===== src/rtl/mul_pkg.sv =====
// Shared types for the sequential multiplier: op encodings, FSM states and
// the per-op operand signedness lookup.
package mul_pkg;

  typedef enum logic [1:0] {
    MUL_OP_MUL    = 2'b00,
    MUL_OP_MULH   = 2'b01,
    MUL_OP_MULHSU = 2'b10,
    MUL_OP_MULHU  = 2'b11
  } mul_op_e;

  typedef enum logic [1:0] {
    ST_IDLE = 2'b00,
    ST_RUN  = 2'b01,
    ST_DONE = 2'b10
  } mul_state_e;

  typedef struct packed {
    logic a_signed;
    logic b_signed;
  } mul_sgn_t;

  // MUL treats both operands as signed; the low half is identical either way.
  function automatic mul_sgn_t op_sign(mul_op_e op);
    mul_sgn_t s;
    s.a_signed = (op == MUL_OP_MUL) || (op == MUL_OP_MULH) || (op == MUL_OP_MULHSU);
    s.b_signed = (op == MUL_OP_MUL) || (op == MUL_OP_MULH);
    return s;
  endfunction

endpackage


===== src/rtl/mul_seq_if.sv =====
// Request/response bundle between the execute stage and mul_seq.
interface mul_seq_if
  import mul_pkg::*;
#(
  parameter int XLEN = 32
);
  logic              in_valid;
  logic              in_ready;
  mul_op_e           op;
  logic [XLEN-1:0]   ain;
  logic [XLEN-1:0]   bin;
  logic              kill;
  logic              out_valid;
  logic              out_ready;
  logic [XLEN-1:0]   result;
  logic [2*XLEN-1:0] prod;

  modport master (
    output in_valid, op, ain, bin, kill, out_ready,
    input  in_ready, out_valid, result, prod
  );

  modport slave (
    input  in_valid, op, ain, bin, kill, out_ready,
    output in_ready, out_valid, result, prod
  );
endinterface


===== src/rtl/mul_slice.sv =====
// Combinational (SLICE+1)x(SLICE+1) signed multiplier; each SLICE-bit input is
// sign- or zero-extended by its own flag.
module mul_slice #(
  parameter int SLICE = 16
) (
  input  logic [SLICE-1:0]         a,
  input  logic                     a_sgn,
  input  logic [SLICE-1:0]         b,
  input  logic                     b_sgn,
  output logic signed [2*SLICE+1:0] p
);
  localparam int PW = 2*SLICE + 2;

  logic signed [SLICE:0] ax, bx;
  logic signed [PW-1:0]  ae, be;

  assign ax = {a_sgn & a[SLICE-1], a};
  assign bx = {b_sgn & b[SLICE-1], b};
  assign ae = PW'(ax);
  assign be = PW'(bx);
  assign p  = ae * be;
endmodule


===== src/rtl/mul_seq.sv =====
// Multi-cycle RISC-V M-extension multiplier: one SLICE x SLICE partial product
// per cycle. Optional MUL_ZERO_SKIP_EN short-circuits zero operands.
module mul_seq
  import mul_pkg::*;
#(
  parameter int XLEN  = 32,
  parameter int SLICE = 16
) (
  input logic     clk,
  input logic     rst_n,
  mul_seq_if.slave bus
);
  localparam int NS = XLEN / SLICE;
  localparam int IW = (NS > 1) ? $clog2(NS) : 1;
  localparam int PW = 2*SLICE + 2;
  localparam int PL = 2*XLEN;

  mul_state_e        state_q, state_d;
  logic [XLEN-1:0]   a_q, b_q;
  mul_op_e           op_q;
  mul_sgn_t          sgn_q;
  logic [IW-1:0]     i_q, j_q;
  logic [PL-1:0]     acc_q;

  logic              accept, last;
  logic [SLICE-1:0]  a_sl, b_sl;
  logic              a_sl_sgn, b_sl_sgn;
  logic signed [PW-1:0] pp;
  logic [PL+PW-1:0]  pp_wide;
  logic [PL-1:0]     pp_ext, pp_sh;
  logic [31:0]       sh;

  assign accept = (state_q == ST_IDLE) && bus.in_valid && !bus.kill;

`ifdef MUL_ZERO_SKIP_EN
  logic skip_q;
  // A zero operand makes every partial product zero, so one RUN cycle suffices.
  assign last = skip_q || ((i_q == IW'(NS-1)) && (j_q == IW'(NS-1)));
`else
  assign last = (i_q == IW'(NS-1)) && (j_q == IW'(NS-1));
`endif

  // Slice i of ain times slice j of bin; only the top slice carries a sign.
  assign a_sl     = a_q[int'(i_q)*SLICE +: SLICE];
  assign b_sl     = b_q[int'(j_q)*SLICE +: SLICE];
  assign a_sl_sgn = sgn_q.a_signed && (i_q == IW'(NS-1));
  assign b_sl_sgn = sgn_q.b_signed && (j_q == IW'(NS-1));

  mul_slice #(.SLICE(SLICE)) u_slice (
    .a    (a_sl),
    .a_sgn(a_sl_sgn),
    .b    (b_sl),
    .b_sgn(b_sl_sgn),
    .p    (pp)
  );

  assign pp_wide = {{PL{pp[PW-1]}}, pp};
  assign pp_ext  = pp_wide[PL-1:0];
  assign sh      = 32'((int'(i_q) + int'(j_q)) * SLICE);
  assign pp_sh   = pp_ext << sh;

  always_comb begin
    state_d = state_q;
    unique case (state_q)
      ST_IDLE: if (accept) state_d = ST_RUN;
      ST_RUN:  if (last) state_d = ST_DONE;
      ST_DONE: if (bus.out_ready) state_d = ST_IDLE;
      default: state_d = ST_IDLE;
    endcase
    if (bus.kill) state_d = ST_IDLE;
  end

  always_ff @(posedge clk or negedge rst_n) begin
    if (!rst_n) state_q <= ST_IDLE;
    else        state_q <= state_d;
  end

  always_ff @(posedge clk or negedge rst_n) begin
    if (!rst_n) begin
      a_q   <= '0;
      b_q   <= '0;
      op_q  <= MUL_OP_MUL;
      sgn_q <= '0;
      i_q   <= '0;
      j_q   <= '0;
      acc_q <= '0;
    end else if (bus.kill) begin
      i_q   <= '0;
      j_q   <= '0;
      acc_q <= '0;
    end else if (accept) begin
      a_q   <= bus.ain;
      b_q   <= bus.bin;
      op_q  <= bus.op;
      sgn_q <= op_sign(bus.op);
      i_q   <= '0;
      j_q   <= '0;
      acc_q <= '0;
    end else if (state_q == ST_RUN) begin
      acc_q <= acc_q + pp_sh;
      if (i_q == IW'(NS-1)) begin
        i_q <= '0;
        j_q <= j_q + 1'b1;
      end else begin
        i_q <= i_q + 1'b1;
      end
    end
  end

`ifdef MUL_ZERO_SKIP_EN
  always_ff @(posedge clk or negedge rst_n) begin
    if (!rst_n)         skip_q <= 1'b0;
    else if (bus.kill)  skip_q <= 1'b0;
    else if (accept)    skip_q <= (bus.ain == '0) || (bus.bin == '0);
  end
`endif

  assign bus.in_ready  = (state_q == ST_IDLE);
  assign bus.out_valid = (state_q == ST_DONE);
  assign bus.prod      = acc_q;
  assign bus.result    = (op_q == MUL_OP_MUL) ? acc_q[XLEN-1:0] : acc_q[PL-1:XLEN];
endmodule


===== src/flat_wrapper.sv =====
// flat-port wrapper written by rule: the top's interface ports become plain ports
module mul_seq_flat import mul_pkg::*;
#(
  parameter int XLEN  = 32,
  parameter int SLICE = 16
)
  (clk, rst_n, bus_in_valid, bus_op, bus_ain, bus_bin, bus_kill, bus_out_ready, bus_in_ready, bus_out_valid, bus_result, bus_prod);
  mul_seq_if #(.XLEN(XLEN)) bus_i ();
  input logic clk;
  input logic rst_n;
  input wire logic [$bits(bus_i.in_valid)-1:0] bus_in_valid;
  input wire logic [$bits(bus_i.op)-1:0] bus_op;
  input wire logic [$bits(bus_i.ain)-1:0] bus_ain;
  input wire logic [$bits(bus_i.bin)-1:0] bus_bin;
  input wire logic [$bits(bus_i.kill)-1:0] bus_kill;
  input wire logic [$bits(bus_i.out_ready)-1:0] bus_out_ready;
  output wire logic [$bits(bus_i.in_ready)-1:0] bus_in_ready;
  output wire logic [$bits(bus_i.out_valid)-1:0] bus_out_valid;
  output wire logic [$bits(bus_i.result)-1:0] bus_result;
  output wire logic [$bits(bus_i.prod)-1:0] bus_prod;
  assign bus_i.in_valid = bus_in_valid;
  assign bus_i.op = bus_op;
  assign bus_i.ain = bus_ain;
  assign bus_i.bin = bus_bin;
  assign bus_i.kill = bus_kill;
  assign bus_i.out_ready = bus_out_ready;
  assign bus_in_ready = bus_i.in_ready;
  assign bus_out_valid = bus_i.out_valid;
  assign bus_result = bus_i.result;
  assign bus_prod = bus_i.prod;
  mul_seq #(.XLEN(XLEN), .SLICE(SLICE)) u_core (.clk(clk), .rst_n(rst_n), .bus(bus_i));
endmodule

===== config.mk =====
export PLATFORM = sky130hd
export DESIGN_NAME = mul_seq_flat
export DESIGN_NICKNAME = d
export VERILOG_FILES = /design/src/rtl/mul_pkg.sv /design/src/rtl/mul_seq_if.sv /design/src/rtl/mul_slice.sv /design/src/rtl/mul_seq.sv /design/src/flat_wrapper.sv
export SDC_FILE = /design/constraint.sdc
export NUM_CORES = 1
export LEC_CHECK = 0
export ABC_AREA = 1
export CORE_AREA = 2 2 197 199
export CTS_CLUSTER_DIAMETER = 30
export DETAILED_ROUTE_END_ITERATION = 8
export DIE_AREA = 0 0 199 201
export DONT_BUFFER_PORTS = 1
export PLACE_DENSITY = 0.8
export SKIP_CTS_REPAIR_TIMING = 1
export SLEW_MARGIN = 30
export SYNTH_ARGS = -nofsm -noshare
export SYNTH_HDL_FRONTEND = slang
export SYNTH_HIERARCHICAL = 1
export SYNTH_SLANG_ARGS = --single-unit

===== constraint.sdc =====
create_clock -name clk -period 20.1 [get_ports clk]
set_clock_uncertainty 0.15 [all_clocks]
set_input_delay 4.02 -clock clk [delete_from_list [all_inputs] [get_ports clk]]
set_output_delay 4.02 -clock clk [all_outputs]
set_load 0.02 [all_outputs]

==> results_dict.tcl, run 1 <==
set metrics [dict create \
    finalSetupTns_ns 0 \
    synth.top_cells.by_area "fa_1 24%, nand2_1 21%, inv_1 15%, dfrtp_1 14%, ha_1 7.7%" \
    critPathRequiredTime_ns 20.30 \
    io_pins 169 \
    area_delta_synth_final_pct 4.324 \
    first_pass_iters 8 \
    hp-class "reg2reg" \
    worst_slack_ns 10.32 \
    grt.total_usage 0.3986 \
    cts_made_buffers 17 \
    post-dp-hpwl_um 62930 \
    grt_max_degree 137 \
    synth_edf_count 0 \
    layout.nets 4215 \
    num_vias 22610 \
    grt_overflow 0 \
    port_buffers 0 \
    worst_pin_slew_ns 1.019 \
    grt_pass1_wl_um 120600 \
    ys.flop_type "dfrtp_1" \
    ys_seq_area_frac 0.1397 \
    endpoint_kind "register" \
    cts_tree "built" \
    post-place-ws_ns 10.37 \
    synthArstFlopShare 1.000 \
    route.detailed.wl_per_inst_um 18.22 \
    timing.critical_path.mode_cell "nand2_1" \
    synth_area_per_cell_um2 6.440 \
    synth_warnings 6 \
    place_area_mm2 0.02477 \
    coreArea_mm2 0.03811 \
    syn_inst 3783 \
    clkTransAtPathRegs_ns 0.07 \
    rows 72 \
    layout_commonest_cell "nand2_1" \
    fin_crit_sh 0.4865 \
    die_y_um 201 \
    cts_buffer_depth 2 \
    drc 0 \
    netlist_area_mm2 0.02436 \
    cp.arrival_ns 9.98 \
    cp_max_fo 36 \
    synth_top_cell_by_area "fa_1" \
    synth_top_area_frac 0.2440 \
    synth_seq_cells 136 \
    cap_viol_max_count 0 \
    antenna_found_initial 2 \
    diodes 0 \
    hold_viol 0 \
    setup_viol 0 \
    stdcell_area_mm2 0.02542 \
    drv_slew 0 \
    slew_headroom 0.3205 \
    cts.sinks 136 \
    dieArea_mm2 0.04000 \
    cp.buffers_inverters 10 \
    outcome "completed" \
    syn_nets 4300 \
    drt_iter0_drc 2219 \
    clock_latency_ns 0.47 \
    crit_family "adder cells" \
    cts_max_level 4 \
    start_util 0.6393 \
    ys_types 40 \
    root_buffer "clkbuf_16" \
    cpPeakStageDelay_ns 0.75 \
    drive_above_1_share 0.04205 \
    critPathLaunchType "register" \
    finalCriticalPeriod_ns 9.778 \
    cp_slowest_cell "fa_1" \
    gp_congestion 1.064 \
    drt-total-wl_um 77050 \
    grt_pass1_vias 22200 \
    ant_nets 0 \
    routed_via_density 5.348 \
    die_x_um 199 \
    layout_common_cells "1349 x nand2_1, 947 x inv_1, 297 x fa_1" \
    rsz0062_at_grt "no" \
    fmax_mhz 102.3 \
    crit_type "reg2reg" \
]
[worst register-to-register path, delay by kind of cell (launching register included)]
family	cells	cell delay, ns
adder cells (fa/ha/maj)	8	3.99
AND/OR/NAND/NOR	18	2.28
buffers and inverters	10	1.60
AO/OA/AOI/OAI	4	1.33
flip-flops	1	0.32
[cells in the mapped netlist, types with 2 or more instances]
cell and n:
a21oi_1 106, a32o_1 6, and2_1 3, buf_1 6
buf_2 17, buf_4 4, clkbuf_1 92, dfrtp_1 136
fa_1 297, ha_1 149, inv_1 947, inv_2 10
mux2_2 5, mux2i_1 2, nand2_1 1349, nand2_2 19
nand3_1 102, nand3_2 7, nand3b_1 3, nand4_1 18
nor2_1 236, nor2_2 14, nor2_4 6, nor3_1 15
nor3_2 5, nor4_2 2, o21ai_0 137, o21ai_1 23
o21bai_1 7, o22ai_1 21, or2_2 12, xor2_1 19
[flip-flops by register name, indices dropped and copies added (netlist names)]
register         count
u_core/i_q           1
u_core/state_q       2
u_core/sgn_q         2
u_core/bus.prod     64
u_core/b_q          32
u_core/a_q          32
u_core/op_q          2
u_core/j_q           1
[layout make-up]
class                      count  area (um2)
multi-input combinational   2571       17100
fill                        3495       12690
inverter                     957        3592
sequential                   136        3403
tap                          518       648.1
clock buffer                  19       452.9
timing repair buffer          15       112.6
clock inverter                12       103.9
[path summary, 6_finish.rpt]
check	from	endpoint	slack, ns	cells past startpoint
max reg2reg	u_core/i_q$_DFFE_PN0P_	u_core/bus.prod[59]$_DFFE_PN0P_	10.32	40
min	u_core/b_q[19]$_DFFE_PN0P_	u_core/b_q[19]$_DFFE_PN0P_	0.32	2
max in group asynchronous	rst_n	u_core/a_q[18]$_DFFE_PN0P_	16.37	0
max	u_core/i_q$_DFFE_PN0P_	u_core/bus.prod[59]$_DFFE_PN0P_	10.32	40
min reg2reg	u_core/b_q[19]$_DFFE_PN0P_	u_core/b_q[19]$_DFFE_PN0P_	0.32	2
min in group asynchronous	rst_n	u_core/bus.prod[15]$_DFFE_PN0P_	3.09	0
[cell families after synthesis]
kind of cell	after synthesis	synth area share
compound gates	304	0.06599
xor+xnor	20	0.007190
fa+ha+maj	446	0.3206
buf+inv	1076	0.1673
flops	136	0.1397
mux	7	0.003133
simple gates	1794	0.2962
[routing by layer]
metal	GRT usage	wire [um]
met5	0	29
met4	0.1322	2599
met3	0.1339	9832
met2	0.5765	31670
met1	0.5620	32910
[metrics by stage]
step,hold WS (ns),util,cells
after floorplan,0.2917,-,3783
after global placement,0.3040,0.6493,4197
after detailed placement,0.3088,0.6501,4197
after CTS,0.3247,0.6647,4228
after global routing,0.3521,0.6670,4228
final,0.3242,0.6670,4228
Power of run 1 is not shown: default switching activity piles up to over one toggle a cycle in this logic, so the estimate is an artifact.
==> run 2, diff against run 1 <==
==> constraint.sdc (replaced) <==
create_clock -name clk -period 9.24 [get_ports clk]
set_clock_uncertainty 0.15 [all_clocks]
set_input_delay 1.848 -clock clk [delete_from_list [all_inputs] [get_ports clk]]
set_output_delay 1.848 -clock clk [all_outputs]
set_load 0.02 [all_outputs]
==> results_dict.tcl, run 2 (synthesized netlist as in run 1, its figures left out) <==
set metrics [dict create \
    diodes 0 \
    r2r_start "u_core/j_q$_DFFE_PN0P_" \
    rsz0062_at_grt "no" \
    first_pass_iters 5 \
    layout_commonest_cell "nand2_1" \
    globalRouteMet3Util 0.1237 \
    critPathLaunchType "register" \
    cts_made_buffers 17 \
    start_util 0.6393 \
    area_delta_synth_final_pct 5.731 \
    cpPeakStageDelay_ns 0.55 \
    ant_nets 0 \
    route.detailed.wl_per_inst_um 19.01 \
    grt_max_degree 137 \
    critPathRequiredTime_ns 9.49 \
    cts_max_level 4 \
    crit_type "reg2reg" \
    post-dp-hpwl_um 67180 \
    grt_pass1_vias 23090 \
    root_buffer "clkbuf_16" \
    coreArea_mm2 0.03811 \
    drt_iter0_drc 2459 \
    r2r_slack_ns 0.40 \
    cp_slowest_cell "fa_1" \
    num_vias 23340 \
    worst_pin_slew_ns 0.9545 \
    num-fill-cells 3378 \
    hold_viol 0 \
    fmax_mhz 113.1 \
    timing.critical_path.mode_cell "nand2_1" \
    cp_max_fo 16 \
    die_x_um 199 \
    antenna_found_initial 4 \
    use_met2 0.6256 \
    routed_via_density 5.435 \
    reg2reg_depth 43 \
    fin_crit_sh 0.9571 \
    hp-class "reg2reg" \
    layout_common_cells "1349 x nand2_1, 947 x inv_1, 296 x fa_1" \
    endpoint_kind "register" \
    gp_congestion 1.031 \
    cts.sinks 136 \
    regToRegEndpoint "u_core/bus.prod[39]$_DFFE_PN0P_" \
    largest_register_ffs 64 \
    clkTransAtPathRegs_ns 0.07 \
    hold_end "u_core/a_q[26]$_DFFE_PN0P_" \
    cap_viol_max_count 0 \
    hold_depth 2 \
    finalCriticalPeriod_ns 8.844 \
    drc 0 \
    grt_pass1_wl_um 128500 \
    drt-total-wl_um 81650 \
    drive_above_1_share 0.05322 \
    grt.total_usage 0.4267 \
    hold_start "u_core/a_q[26]$_DFFE_PN0P_" \
    dieArea_mm2 0.04000 \
    grt_busiest_layer "met2" \
    port_buffers 0 \
    cp.arrival_ns 9.09 \
    rows 72 \
    drv_slew 0 \
    cts_buffer_depth 2 \
    layout.nets 4281 \
    outcome "completed" \
    clock_latency_ns 0.47 \
    final_core_util 0.6760 \
    setup_viol 0 \
    die_y_um 201 \
    slew_headroom 0.3630 \
    met1_usage 0.6086 \
    hold_ws_ns 0.3258 \
    io_pins 169 \
    finalSetupTns_ns 0 \
    cts_tree "built" \
    grt_overflow 0 \
]
## run 2: worst max path at each step
stage	startpoint	to	slack, ns
after floorplan	u_core/i_q$_DFFE_PN0P_	u_core/bus.prod[60]$_DFFE_PN0P_	0.86
after global placement	u_core/i_q$_DFFE_PN0P_	u_core/bus.prod[39]$_DFFE_PN0P_	0.51
after detailed placement	u_core/j_q$_DFFE_PN0P_	u_core/bus.prod[39]$_DFFE_PN0P_	0.43
after CTS	u_core/j_q$_DFFE_PN0P_	u_core/bus.prod[39]$_DFFE_PN0P_	0.41
after global routing	u_core/i_q$_DFFE_PN0P_	u_core/bus.prod[54]$_DFFE_PN0P_	0.004
final	u_core/j_q$_DFFE_PN0P_	u_core/bus.prod[39]$_DFFE_PN0P_	0.40
## run 2: worst max-delay path, delay by kind of cell (launching register included)
family                     cells  cell delay [ns]
adders and majority gates      8             3.66
and+or+nand+nor               16             1.72
buffers and inverters         14             1.42
AOI/OAI and AO/OA              4             1.03
DFF                            1             0.50
xor gates and xnor gates       1             0.30
## run 2: routing by layer
metal  share of wire  up-vias
li1                -    10990
met1            0.42    10870
met2            0.42     1260
met3            0.12      212
met4           0.032        8
met5          0.0011        -
## run 2: per-stage QoR
| stage | instances | setup slack (ns) | instance area, um2 |
|---|---|---|---|
| 2_1_floorplan | 3783 | 0.8551 | 24360 |
| 3_3_place_gp | 4263 | 0.5097 | 25150 |
| 3_5_place_dp | 4263 | 0.4299 | 25150 |
| 4_1_cts | 4295 | 0.4092 | 25740 |
| 5_1_grt | 4295 | 0.004014 | 25760 |
| 6_report | 4295 | 0.3964 | 25760 |
## run 2: final cells by class
cell class	count	area, um2	area share
Clock inverter	12	127.6	0.004954
Multi-Input combinational cell	2571	16910	0.6563
Clock buffer	20	456.7	0.01773
Timing Repair Buffer	81	624.3	0.02424
Tap cell	518	648.1	0.02516
Inverter	957	3592	0.1395
Sequential cell	136	3406	0.1322
Power of run 2 is left out for the same reason.
